## src/rtl/w_seq_mag_cmp_pkg.sv

```systemverilog
// Shared types and constants for the sequential magnitude comparator.
// Holds FSM state codes, nibble width and the index-width helper.
package w_seq_mag_cmp_pkg;

  localparam int NIB_W = 4;

  typedef enum logic {
    S_IDLE = 1'b0,
    S_RUN  = 1'b1
  } state_t;

  // A single-digit comparator still needs a 1-bit index register.
  function automatic int idx_width(input int digits);
    return (digits > 1) ? $clog2(digits) : 1;
  endfunction

endpackage

```

## src/rtl/w_seq_mag_cmp_if.sv

```systemverilog
// Request/result bundle between a requester and w_seq_mag_cmp.
// The master issues operands and start; the slave returns status and the result.
interface w_seq_mag_cmp_if #(
  parameter int DIGITS = 4
);

  logic                  start;
  logic [4*DIGITS-1:0]   a_in;
  logic [4*DIGITS-1:0]   b_in;
  logic                  iagb;
  logic                  iasb;
  logic                  iaeb;
  logic                  busy;
  logic                  done;
  logic                  qagb;
  logic                  qasb;
  logic                  qaeb;

  modport master (
    output start, a_in, b_in, iagb, iasb, iaeb,
    input  busy, done, qagb, qasb, qaeb
  );

  modport slave (
    input  start, a_in, b_in, iagb, iasb, iaeb,
    output busy, done, qagb, qasb, qaeb
  );

endinterface

```

## src/rtl/w_seq_mag_cmp_nib_cmp.sv

```systemverilog
// Combinational 4-bit unsigned magnitude compare; exactly one of gt/lt/eq is high.
module w_nib_cmp
  import w_seq_mag_cmp_pkg::*;
(
  input  logic [NIB_W-1:0] a,
  input  logic [NIB_W-1:0] b,
  output logic             gt,
  output logic             lt,
  output logic             eq
);

  assign gt = (a > b);
  assign lt = (a < b);
  assign eq = (a == b);

endmodule

```

## src/rtl/w_seq_mag_cmp.sv

```systemverilog
// Sequential multi-digit magnitude comparator: one nibble pair per clock, MSB first,
// stopping at the first difference, else resolving from the latched cascade inputs.
module w_seq_mag_cmp
  import w_seq_mag_cmp_pkg::*;
#(
  parameter int DIGITS = 4
) (
  input  logic          clk,
  input  logic          rst,
  w_seq_mag_cmp_if.slave bus
);

  localparam int IDX_W = idx_width(DIGITS);

  state_t                          state;
  logic [IDX_W-1:0]                idx;
  logic [DIGITS-1:0][NIB_W-1:0]    a_q;
  logic [DIGITS-1:0][NIB_W-1:0]    b_q;
  logic                            cas_gb;
  logic                            cas_sb;
  logic                            cas_eb;
  logic                            busy;
  logic                            done;
  logic                            qagb;
  logic                            qasb;
  logic                            qaeb;

  logic [NIB_W-1:0]                a_nib;
  logic [NIB_W-1:0]                b_nib;
  logic                            nib_gt;
  logic                            nib_lt;
  logic                            nib_eq;

  assign a_nib = a_q[idx];
  assign b_nib = b_q[idx];

  w_nib_cmp u_nib_cmp (
    .a  (a_nib),
    .b  (b_nib),
    .gt (nib_gt),
    .lt (nib_lt),
    .eq (nib_eq)
  );

  always_ff @(posedge clk or posedge rst) begin
    if (rst) begin
      state  <= S_IDLE;
      idx    <= '0;
      a_q    <= '0;
      b_q    <= '0;
      cas_gb <= 1'b0;
      cas_sb <= 1'b0;
      cas_eb <= 1'b0;
      busy   <= 1'b0;
      done   <= 1'b0;
      qagb   <= 1'b0;
      qasb   <= 1'b0;
      qaeb   <= 1'b0;
    end else begin
      done <= 1'b0;
      case (state)
        S_IDLE: begin
          if (bus.start) begin
            a_q    <= bus.a_in;
            b_q    <= bus.b_in;
            cas_gb <= bus.iagb;
            cas_sb <= bus.iasb;
            cas_eb <= bus.iaeb;
            idx    <= IDX_W'(DIGITS - 1);
            qagb   <= 1'b0;
            qasb   <= 1'b0;
            qaeb   <= 1'b0;
            busy   <= 1'b1;
            state  <= S_RUN;
          end
        end
        S_RUN: begin
          if (!nib_eq) begin
            qagb  <= nib_gt;
            qasb  <= nib_lt;
            qaeb  <= 1'b0;
            done  <= 1'b1;
            busy  <= 1'b0;
            state <= S_IDLE;
          end else if (idx != '0) begin
            idx <= idx - IDX_W'(1);
          end else begin
            // All nibbles equal: cascade inputs decide, IAEB has top priority.
            if (cas_eb) begin
              qagb <= 1'b0;
              qasb <= 1'b0;
              qaeb <= 1'b1;
            end else begin
              qagb <= (cas_gb == cas_sb) ? ~cas_gb : cas_gb;
              qasb <= (cas_gb == cas_sb) ? ~cas_sb : cas_sb;
              qaeb <= 1'b0;
            end
            done  <= 1'b1;
            busy  <= 1'b0;
            state <= S_IDLE;
          end
        end
        default: state <= S_IDLE;
      endcase
    end
  end

  assign bus.busy = busy;
  assign bus.done = done;
  assign bus.qagb = qagb;
  assign bus.qasb = qasb;
  assign bus.qaeb = qaeb;

endmodule
```

## src/flat_wrapper.sv

```systemverilog
// flat-port wrapper written by rule: the top's interface ports become plain ports
module w_seq_mag_cmp_flat import w_seq_mag_cmp_pkg::*;
#(
  parameter int DIGITS = 4
)
  (clk, rst, bus_start, bus_a_in, bus_b_in, bus_iagb, bus_iasb, bus_iaeb, bus_busy, bus_done, bus_qagb, bus_qasb, bus_qaeb);
  w_seq_mag_cmp_if #(.DIGITS(DIGITS)) bus_i ();
  input  logic clk;
  input  logic rst;
  input wire logic [$bits(bus_i.start)-1:0] bus_start;
  input wire logic [$bits(bus_i.a_in)-1:0] bus_a_in;
  input wire logic [$bits(bus_i.b_in)-1:0] bus_b_in;
  input wire logic [$bits(bus_i.iagb)-1:0] bus_iagb;
  input wire logic [$bits(bus_i.iasb)-1:0] bus_iasb;
  input wire logic [$bits(bus_i.iaeb)-1:0] bus_iaeb;
  output wire logic [$bits(bus_i.busy)-1:0] bus_busy;
  output wire logic [$bits(bus_i.done)-1:0] bus_done;
  output wire logic [$bits(bus_i.qagb)-1:0] bus_qagb;
  output wire logic [$bits(bus_i.qasb)-1:0] bus_qasb;
  output wire logic [$bits(bus_i.qaeb)-1:0] bus_qaeb;
  assign bus_i.start = bus_start;
  assign bus_i.a_in = bus_a_in;
  assign bus_i.b_in = bus_b_in;
  assign bus_i.iagb = bus_iagb;
  assign bus_i.iasb = bus_iasb;
  assign bus_i.iaeb = bus_iaeb;
  assign bus_busy = bus_i.busy;
  assign bus_done = bus_i.done;
  assign bus_qagb = bus_i.qagb;
  assign bus_qasb = bus_i.qasb;
  assign bus_qaeb = bus_i.qaeb;
  w_seq_mag_cmp #(.DIGITS(DIGITS)) u_core (.clk(clk), .rst(rst), .bus(bus_i));
endmodule
```

## config.mk

```make
export PLATFORM = sky130hd
export DESIGN_NAME = w_seq_mag_cmp_flat
export DESIGN_NICKNAME = d
export VERILOG_FILES = /design/src/rtl/w_seq_mag_cmp_pkg.sv /design/src/rtl/w_seq_mag_cmp_if.sv /design/src/rtl/w_seq_mag_cmp_nib_cmp.sv /design/src/rtl/w_seq_mag_cmp.sv /design/src/flat_wrapper.sv
export SDC_FILE = /design/constraint.sdc
export NUM_CORES = 1
export LEC_CHECK = 0
export ABC_AREA = 0
export CORE_ASPECT_RATIO = 1.25
export CORE_MARGIN = 10
export CORE_UTILIZATION = 54
export DETAILED_ROUTE_END_ITERATION = 7
export PLACE_DENSITY = 0.84
export SETUP_SLACK_MARGIN = 0.05
export SYNTH_ARGS = -nofsm -noshare
export SYNTH_HDL_FRONTEND = slang
export SYNTH_SLANG_ARGS = --single-unit
export TNS_END_PERCENT = 50
```

## constraint.sdc

```tcl
create_clock -name clk -period 3.73 [get_ports clk]
set_input_delay 0.746 -clock clk [delete_from_list [all_inputs] [get_ports clk]]
set_output_delay 0.746 -clock clk [all_outputs]
set_load 0.01 [all_outputs]
```

==> results.json, run 1 <==
{
  "remaining_drc_errors": 0,
  "nNetsFinal": 294,
  "synthToLayoutAreaGrowth_pct": 26.0,
  "max_cap_viol_count": 0,
  "critPathArrivalTime_ps": 2740,
  "final.min_clock_period_ps": 2510,
  "post_cts_resized": 0,
  "total_power_mw": 2.01,
  "postCtsSetupBuffers": 0,
  "synth_cells": 209,
  "drive_gt1_frac": 0.0873,
  "grt_pass1_vias": 1561,
  "power_density_nw_per_um2": 797,
  "track_usage": 0.135,
  "fin_tns_setup_ps": 0,
  "core_area_sq_um": 3540,
  "cts_root_buffer": "clkbuf_8",
  "use_met3": 0.0385,
  "fin_crit_sh": 0.672,
  "cts_max_level": 2,
  "port_buffers": 42,
  "grt_busiest_layer": "met2",
  "vias": 1510,
  "die_y_um": 88.1,
  "wire_per_inst_um": 14.1,
  "fin_skew_ps": 8.90,
  "tightest_slew_ps": 909,
  "p_leak_nw": 1.26,
  "dieArea_sq_um": 6560,
  "yosys_warnings": 0,
  "peakVddDrop_mv": 0.427,
  "slew_headroom": 0.393,
  "max_freq_mhz": 399,
  "synthDistinctLibCells": 24,
  "avgViaCountPerCell": 5.19,
  "clk_path_buf_depth": 2,
  "synth_top_area_frac": 0.537,
  "antenna_cells": 0,
  "gp_congestion": 0.825,
  "grt_antenna_before_repair": 0,
  "path_class": "register to register",
  "clk_latency_ps": 300,
  "numCtsBuffers": 5,
  "setup_viol": 0,
  "setup.worst_path.start_class": "register",
  "rsz0062_at_grt": "false",
  "status": "finished clean",
  "endpoint_kind": "register",
  "grt_pass1_wl_um": 6790,
  "drtIter0Drc": 66,
  "avgSynthCellArea_sq_um": 9.58,
  "hpwl_um": 3110,
  "clkSinkCount": 43,
  "grt_max_degree": 44,
  "ant_nets": 0,
  "start_util": 0.565,
  "cts-hold-fix-buffers": 0,
  "rows": 24,
  "hold_viol": 0,
  "cts.clk_slew.worst_paths_ps": 80,
  "syn-cell-area_sq_um": 2000,
  "seq_area_frac_synth": 0.537,
  "hp-class": "register to register",
  "synthTopCellsByArea": "dfrtp_1 (54%), nand2_1 (19%), mux4_2 (9.0%)",
  "synth_top_cell_by_area": "dfrtp_1",
  "slew_violations": 0,
  "cts_tree": "done",
  "grt_overflow_total": 0,
  "met1_usage": 0.143,
  "synth_nets": 252,
  "crit_required_ps": 3960,
  "ys_ff_latch": 43,
  "die_w_um": 74.5,
  "wl_um": 4100,
  "ios": 43,
  "crit_fanout": 11,
  "use_met2": 0.231,
  "dr.pass1.iters": 4
}
[kinds of logic after synthesis]
group / count (synthesis) / share of synthesized area
adders and majority gates: 5 / 0.0312
muxes: 8 / 0.0899
DFF: 43 / 0.537
AOI/OAI and AO/OA: 13 / 0.0481
and+or+nand+nor: 120 / 0.249
buffers and inverters: 20 / 0.0450
[per-stage QoR]
stage / utilization / worst slack [ps] / hold WS (ps) / cell area [sq um] / instances
6_report: 0.712 / 1220 / 474 / 2520 / 291
5_1_grt: 0.712 / 1060 / 500 / 2520 / 291
4_1_cts: 0.712 / 1180 / 476 / 2520 / 291
3_5_place_dp: 0.689 / 1160 / 457 / 2440 / 283
3_3_place_gp: 0.689 / 1200 / 453 / 2440 / 283
2_1_floorplan: - / 1560 / 438 / 2000 / 209
[sequential cells by signal, summed over array words and instances, names as in the netlist]
| name | cells |
|---|---|
| u_core.a_q | 16 |
| u_core.b_q | 16 |
| u_core.bus.busy | 1 |
| u_core.bus.done | 1 |
| u_core.bus.qaeb | 1 |
| u_core.bus.qagb | 1 |
| u_core.bus.qasb | 1 |
| u_core.cas_eb | 1 |
| u_core.cas_gb | 1 |
| u_core.cas_sb | 1 |
| u_core.idx | 2 |
| u_core.state | 1 |
[synthesized netlist by cell type, drive strengths merged]
master and number:
a211o 1, a21oi 2, a2bb2oi 1, buf 10, dfrtp 43, ha 5, inv 10, mux4 8
nand2 104, nand2b 3, nand3 4, nand4 1, nand4b 1, nor2 4, nor2b 1, nor3b 1
o21a 3, o21ai 4, o31ai 2, or4 1
[placed cells by master, fill, tap and decap left out, types with 3 or more instances in the layout]
cell type and n:
buf_4 3, clkbuf_8 5, clkdlybuf4s50_1 42, dfrtp_1 43
ha_1 5, inv_1 10, mux4_2 8, nand2_1 104
nand2b_1 3, nand3_1 4, nor2_1 3, o21ai_0 3
[report_power, final]
| part | switching [mW] | internal [mW] |
|---|---|---|
| Combinational | 0.434 | 0.454 |
| Clock | 0.151 | 0.131 |
| Sequential | 0.152 | 0.691 |
[per-layer routing]
metal	wire (um)	vias to the layer above
met2	2120	46
li1	-	748
met3	203	15
met5	0	-
met4	136	0
met1	1630	701
[path summary, 6_finish.rpt]
kind | from | end | slack (ps) | cells past startpoint
max | u_core.idx[0] | u_core.idx[1] | 1220 | 6
min reg2reg | u_core.b_q[13] | u_core.b_q[13] | 470 | 2
min | u_core.b_q[13] | u_core.b_q[13] | 470 | 2
max reg2reg | u_core.idx[0] | u_core.idx[1] | 1220 | 6
max in group asynchronous | rst | u_core.b_q[6] | 2480 | 3
min in group asynchronous | rst | u_core.b_q[7] | 870 | 3
[worst max-delay path, cell delays in order, from the launching register on]
cell and delay, ps:
dfrtp_1 710, mux4_2 590, ha_1 360, nand4_4 150, o21ai_2 270, o21a_2 230, a2bb2oi_2 120
[cell type report]
cell class	count	area, sq um
fillers	274	1020
clock buffers	7	76.3
clock inverters	1	5.00
repair buffers	45	443
multi-input cells	146	837
flip-flops and latches	43	1080
inverters	10	37.5
well taps	39	48.8
No activity file was read; power rests on OpenSTA's default activity.
==> run 2: changes to the inputs <==
Settings changed: CORE_UTILIZATION 54 to 50, PLACE_DENSITY 0.84 to 0.79.
Clock period 3.73 ns to 2.45 ns, I/O delays scaled along.
==> results.json, run 2 (synthesis results as in run 1) <==
{
  "avgViaCountPerCell": 4.98,
  "slew_headroom": 0.637,
  "max_cap_viol_count": 0,
  "critical_path_depth": 8,
  "dp_cells": 303,
  "grt_overflow_total": 0,
  "die_y_um": 90.8,
  "tightest_slew_ps": 545,
  "grt_pass1_wl_um": 7400,
  "ios": 43,
  "wire_per_inst_um": 13.7,
  "nNetsFinal": 301,
  "rows": 25,
  "port_buffers": 42,
  "path_cells": "buf_2 -> mux4_2 -> inv_1 -> ha_1 -> nand2b_1 -> a211o_1 -> a21oi_1 -> o21ai_0",
  "largest_registers": "u_core.a_q x16, u_core.b_q x16, u_core.idx x2",
  "cts.clk_slew.worst_paths_ps": 80,
  "final.min_clock_period_ps": 2240,
  "slew_violations": 0,
  "clk_latency_ps": 290,
  "cts_max_level": 2,
  "clkSinkCount": 43,
  "setup_viol": 0,
  "antenna_cells": 0,
  "numCtsBuffers": 5,
  "peakVddDrop_mv": 0.634,
  "ant_nets": 0,
  "start_util": 0.525,
  "cts_tree": "done",
  "worst-path-buf-inv": 2,
  "grt_pass1_vias": 1637,
  "hold-worst-slack_ps": 478,
  "fin_crit_sh": 0.915,
  "synthToLayoutAreaGrowth_pct": 31.3,
  "path_class": "register to register",
  "wl_um": 4300,
  "vias": 1559,
  "layout_common_cells": "nand2_1 (104), clkdlybuf4s50_1 (42), dfrtp_1 (41), inv_1 (10)",
  "remaining_drc_errors": 0,
  "setup.worst_path.start_class": "register",
  "die_w_um": 76.6,
  "p_leak_nw": 1.30,
  "finalNonFillerCells": 313,
  "fin_tns_setup_ps": 0,
  "max_freq_mhz": 446,
  "crit_fanout": 5,
  "gp_congestion": 0.853,
  "crit_family": "compound AO/OA/AOI/OAI gates",
  "cp_slowest_cell": "mux4_2",
  "dr.pass1.iters": 4,
  "ff2ff_setup_slack_ps": 210,
  "critPathArrivalTime_ps": 2410,
  "timing.rr.end": "u_core.bus.qagb",
  "crit_required_ps": 2620,
  "dp_slack_ps": 33.3,
  "drtIter0Drc": 140,
  "endpoint_kind": "register",
  "status": "finished clean",
  "layout_setup_ws_ps": 209,
  "endpoint": "u_core.bus.qagb",
  "cts_root_buffer": "clkbuf_8",
  "power_density_nw_per_um2": 1230,
  "fin_util": 0.689,
  "cpPeakStageDelay_ps": 500,
  "grt_max_degree": 44,
  "fin_skew_ps": 7.29,
  "ff2ff_path_depth": 8,
  "drive_gt1_frac": 0.127,
  "clk_path_buf_depth": 2,
  "hpwl_um": 3100,
  "core_area_sq_um": 3820,
  "regToRegStartpoint": "u_core.idx[0]",
  "critPathLaunch": "u_core.idx[0]",
  "hp-class": "register to register",
  "hold_viol": 0,
  "dieArea_sq_um": 6950,
  "rsz0062_at_grt": "false",
  "track_usage": 0.130,
  "grt_antenna_before_repair": 0,
  "layout_commonest_cell": "nand2_1"
}
## run 2: cell types whose count changed in the layout (fill, tap and decap cells not counted)
cell / change
clkinvlp_4: +1
dfrtp_2: +2
clkbuf_8: +2
clkinv_2: -1
dfrtp_1: -2
clkbuf_1: -2
buf_4: +5
buf_12: +1
buf_2: +1
## run 2: worst min-delay path by stage
stage / start / endpoint / slack, ps / cells after the start
2_1_floorplan: u_core.cas_gb / u_core.cas_gb / 440 / 2
3_3_place_gp: u_core.b_q[2] / u_core.b_q[2] / 460 / 2
3_5_place_dp: u_core.a_q[7] / u_core.a_q[7] / 460 / 2
4_1_cts: u_core.b_q[14] / u_core.b_q[14] / 480 / 2
5_1_grt: u_core.a_q[4] / u_core.a_q[4] / 510 / 2
6_report: u_core.b_q[15] / u_core.b_q[15] / 480 / 2
## run 2: through the flow
stage	total power, mW	area, sq um
after global routing	3.51	2630
after global placement	2.65	2500
final	3.23	2630
after detailed placement	2.70	2500
after CTS	3.20	2600
after floorplan	2.30	2000
## run 2: cell type report
cell class	instances	area [sq um]
inverter	10	37.5
timing repair buffer	52	505
sequential	43	1080
multi-input combinational	146	837
fill	292	1190
clock buffer	7	96.3
clock inverter	1	7.51
tap	54	67.6
## run 2: what timing repair did
action	in CTS	in global routing
buffers inserted	0	2
gates resized for setup	1	1
hold buffers	0	0
endpoints found under the setup margin	3	3
pin swaps	0	0
endpoints found under the hold margin	0	0
## run 2: layer usage
layer / up-vias / global-route usage / share of wire
li1: 764 / - / -
met1: 755 / 0.139 / 0.40
met2: 34 / 0.232 / 0.53
met3: 6 / 0.0359 / 0.043
met4: 0 / 0.0575 / 0.024
met5: - / 0 / 0
## run 2: where the power goes
group	switching, mW	internal (mW)
Combinational	0.705	0.759
Sequential	0.222	1.06
Clock	0.232	0.256
Total	1.16	2.07
## run 2: tightest hold or removal path: cells and delay by family (launching register included)
kind	cells	cell delay, ps
and+or+nand+nor	2	100
DFF	1	350
==> edit 1: new RTL, flow settings as in run 2 <==
`DIGITS` is set to 4 in 3 places; all go to 8.
--- a/src/rtl/w_seq_mag_cmp_if.sv
+++ b/src/rtl/w_seq_mag_cmp_if.sv
@@ -1,7 +1,7 @@
 // Request/result bundle between a requester and w_seq_mag_cmp.
 // The master issues operands and start; the slave returns status and the result.
 interface w_seq_mag_cmp_if #(
-  parameter int DIGITS = 4
+  parameter int DIGITS = 8
 );
 
   logic                  start;
--- a/src/rtl/w_seq_mag_cmp.sv
+++ b/src/rtl/w_seq_mag_cmp.sv
@@ -3,7 +3,7 @@
 module w_seq_mag_cmp
   import w_seq_mag_cmp_pkg::*;
 #(
-  parameter int DIGITS = 4
+  parameter int DIGITS = 8
 ) (
   input  logic          clk,
   input  logic          rst,
--- a/src/flat_wrapper.sv
+++ b/src/flat_wrapper.sv
@@ -1,7 +1,7 @@
 // flat-port wrapper written by rule: the top's interface ports become plain ports
 module w_seq_mag_cmp_flat import w_seq_mag_cmp_pkg::*;
 #(
-  parameter int DIGITS = 4
+  parameter int DIGITS = 8
 )
   (clk, rst, bus_start, bus_a_in, bus_b_in, bus_iagb, bus_iasb, bus_iaeb, bus_busy, bus_done, bus_qagb, bus_qasb, bus_qaeb);
   w_seq_mag_cmp_if #(.DIGITS(DIGITS)) bus_i ();
Ports: changed (resized bus_a_in and bus_b_in); port bits go from 43 to 75. The function was not compared with the original's and may differ.
==> edit 1 against run 2 <==
- the run now ends with negative setup slack left
- setup slack got worse by 260 ps
- count of clock-buffer cells in the layout rose by 2
- first-iteration DRC count fell by 57%
- critical path depth did not move
- synthesized area rose by 76%
- die area rose by 55%
- highest routed layer unchanged
- sequential power rose by 57%
- power rose by 57%
- wire length rose by 82%
- via count rose by 38%
- largest power group unchanged
- non-clock buffer count rose by 37
- final area rose by 83%
- sequential cell count rose by 33
==> edit 1: results <==
[layout]
reg_top3 = "u_core.a_q x32, u_core.b_q x32, u_core.idx x3"
nets = 388
drive_gt1_frac = 0.435

[worst_setup_path]
worst_ep_arrival_time_ps = 2750
path_delay_family = "multiplexers"
critPathMaxFanout = 7

[timing]
slew_headroom = 0.576
setup_viol = 5
fin_skew_ps = 8.95
layout_setup_ws_ps = -49.1

[power]
p_leak_nw = 1.97
p_switching_w = 0.00154
peakVddDrop_uv = 695

[global_route]
grt_util_met2 = 0.258
grt_usage = 0.148
met3_usage = 0.0421
grt_use_met1 = 0.167
grt_max_degree = 48
grt_pass1_vias = 2438
grt_pass1_wl_um = 12300

[routing]
viasPerCell = 5.29
initialDrtViolationCount = 60
wirelength_um = 7820

[placed_design]
gp_congestion = 0.760
io_buffers = 74
dpl.hpwl_um = 5570

[yosys]
synth.top_cells.by_count = "dfrtp_1 (76), mux2_2 (71), mux4_2 (10)"
synth_fp_nets = 303
ys_async_sr_fraction = 1.00
seq_area_frac_synth = 0.541
yosysWarnings = 0
synth_cell_types = 29
synth_top_cells_by_area = "dfrtp_1 (54%), mux2_2 (23%), mux4_2 (6.4%), mux4_1 (4.5%), ha_1 (2.1%)"
synthFlopType = "dfrtp_1"

[clock_network]
clk_latency_ps = 350
cts_buffers = 9
htree_levels = 3
clkTransAtPathRegs_ps = 80
cts_root_buf = "clkbuf_8"

[run_status]
violations = "negative setup slack"
status = "finished with violations"

[min_path]
hp-start = "u_core.b_q[2]"
## edit 1: final timing paths
check	to	slack, ps	cells past startpoint
max	u_core.idx[1]	-50	8
min	u_core.b_q[2]	510	1
max reg2reg	u_core.idx[1]	-50	8
min reg2reg	u_core.b_q[2]	510	1
max in group asynchronous	u_core.idx[0]	1330	3
min in group asynchronous	u_core.a_q[22]	580	2
## edit 1: worst reg2reg max path, stage by stage, from the launching register on
cell and delay, ps:
dfrtp_2 420, buf_12 140, mux4_2 510, mux2_2 300, ha_4 270, and4_4 280, and2_4 210, a21oi_4 70
a32oi_1 200
## edit 1: what timing repair did
| item | 4_1_cts | 5_1_grt |
|---|---|---|
| gates resized for setup | 6 | 24 |
| gates cloned | 0 | 1 |
| setup endpoints to repair | 8 | 8 |
| pin swaps | 0 | 7 |
| buffers inserted | 1 | 1 |
| hold endpoints to repair | 0 | 0 |
## edit 1: cell families (layout without fill, tap and decap cells)
family / Yosys count / after routing / share of synthesized area
AND/OR/NAND/NOR: 19 / 19 / 0.0270
AO/OA/AOI/OAI: 15 / 15 / 0.0288
flip-flops: 76 / 76 / 0.541
adder cells (fa/ha/maj): 6 / 6 / 0.0213
multiplexers: 91 / 91 / 0.347
buffers and inverters: 20 / 110 / 0.0348
## edit 1: routing by layer
layer  wire length (um)  part of all wire
met5                  0                 0
met4                140             0.018
met3                342             0.044
met2               4300              0.55
met1               3030              0.39
## edit 1: layout make-up
cell class              instances  area [sq um]
flip-flops and latches         76          1900
fillers                       494          2070
inverters                       5          22.5
well taps                      90           113
repair buffers                 89           962
clock inverters                 7          67.6
multi-input cells             131          1630
clock buffers                   9           124
## edit 1: power groups by stage
stage | clock [W] | sequential (W) | combinational, W
after global placement | 0 | 0.00200 | 0.00173
after global routing | 0.00101 | 0.00207 | 0.00232
after CTS | 0.000947 | 0.00200 | 0.00187
after floorplan | 0 | 0.00190 | 0.00133
after detailed placement | 0 | 0.00202 | 0.00179
final | 0.000925 | 0.00201 | 0.00213
## edit 1: through the flow
stage	std cells	setup slack (ps)	cell area (sq um)	hold WS (ps)	TNS, ps
floorplan	227	72.8	3530	472	0
global placement	388	-122	4460	484	-371
detailed placement	388	-171	4460	493	-686
CTS	405	-40.5	4670	513	-67.1
global route	407	-122	4820	521	-616
finish	407	-49.1	4820	505	-103
==> edit 2: new RTL, settings of run 2 <==
Without the edit above. Reset style: synchronous (`rst`), changed in one clocked block.
--- a/src/rtl/w_seq_mag_cmp.sv
+++ b/src/rtl/w_seq_mag_cmp.sv
@@ -42,7 +42,7 @@
     .eq (nib_eq)
   );
 
-  always_ff @(posedge clk or posedge rst) begin
+  always_ff @(posedge clk) begin
     if (rst) begin
       state  <= S_IDLE;
       idx    <= '0;
Behaviour: differs if rst is asserted again (counterexample within 4 cycles, from zero or initial values and one cycle with rst high); with rst held inactive, the same outputs for 10 cycles.
==> edit 2 against run 2 <==
- global-route usage is 0.55 points lower
- synthesized area is 5.9% lower
- sequential cell count stayed put
- wire length is 7.1% lower
- setup slack worse by 16 ps
- final area is 6.2% lower
- hold slack worse by 24 ps
- die area is 4.5% lower
- critical path type unchanged
- critical endpoint is now u_core.bus.qasb
- largest cell class is now multi-input combinational cells
Power is not compared: it rests on default switching activity, and its combinational part moved more than twofold at a synthesized area within 25%.
==> edit 2: results <==
[layout]
drive_gt1_frac = 0.125
nets = 299
fill_cells = 290
seq_area_sq_um = 861

[global_route]
grt_usage = 0.125
grt_util_met2 = 0.227
grt_pass1_wl_um = 6670
grt_pass1_vias = 1562
met3_usage = 0.0291
antenna_found_initial = 0
grt_use_met1 = 0.135

[routing]
routed-wl-met3_um = 161
viasPerCell = 5.22
initialDrtViolationCount = 77
vias = 1545
dr.pass1.iters = 6
met2RoutedLength_um = 2150
wirelength_um = 3990
met1_length_um = 1640

[timing]
fin_skew_ps = 2.08
tightest_slew_ps = 297
hold_ws_ps = 453

[placed_design]
place_area_sq_mm = 0.00235
dpl_worst_slack_ps = 203
placed_cells = 288
gp_congestion = 0.756

[worst_setup_path]
r2r-end = "u_core.bus.qasb"
r2r_setup_slack_ps = 190
rr_startpoint = "u_core.idx[0]"
cpPeakStageDelay_ps = 530
worst_r2r_path_depth = 7
critPathMaxFanout = 10
worst_ep_arrival_time_ps = 2470

[yosys]
ys_async_sr_fraction = 0
synth_fp_nets = 258
synth_top_cells_by_area = "dfxtp_1 (46%), nand2_1 (14%), a21oi_1 (10%), mux4_2 (9.6%), ha_1 (3.3%)"
synth.area.mux_share = 0.0956
synthCells = 215
seq_area_frac_synth = 0.457
synth_fa_ha_area_frac = 0.0332
synth_compound_area_frac = 0.151
synth.top_cells.by_count = "nand2_1 (71), dfxtp_1 (43), a21oi_1 (39)"

[min_path]
hp-start = "u_core.b_q[10]"
whs_endpoint = "u_core.b_q[10]"

[clock_network]
cts_resized = 0

[power]
peakVddDrop_uv = 408

[run_status]
status = "complete, no violations"
-- edit 2: area by class of cell --
cell class	count	area share
clock buffers	6	0.0335
well taps	39	0.0198
flip-flops and latches	43	0.349
clock inverters	2	0.0142
multi-input cells	149	0.374
inverters	8	0.0122
repair buffers	49	0.197
-- edit 2: how the worst max path moves through the flow --
| stage | startpoint | endpoint | cells past startpoint |
|---|---|---|---|
| floorplan | u_core.idx[0] | u_core.bus.qasb | 7 |
| global placement | u_core.idx[0] | u_core.bus.qasb | 7 |
| detailed placement | u_core.idx[0] | u_core.bus.qasb | 7 |
| CTS | u_core.idx[0] | u_core.bus.qasb | 7 |
| global route | u_core.idx[0] | u_core.bus.qasb | 7 |
| finish | u_core.idx[0] | u_core.bus.qasb | 7 |
-- edit 2: power breakdown --
group,total (W),internal (W),switching (W),leakage (nW)
combinational,0.000348,0.000187,0.000161,0.521
sequential,0.000774,0.000746,0.0000274,0.354
clock,0.000557,0.000330,0.000227,0.0612
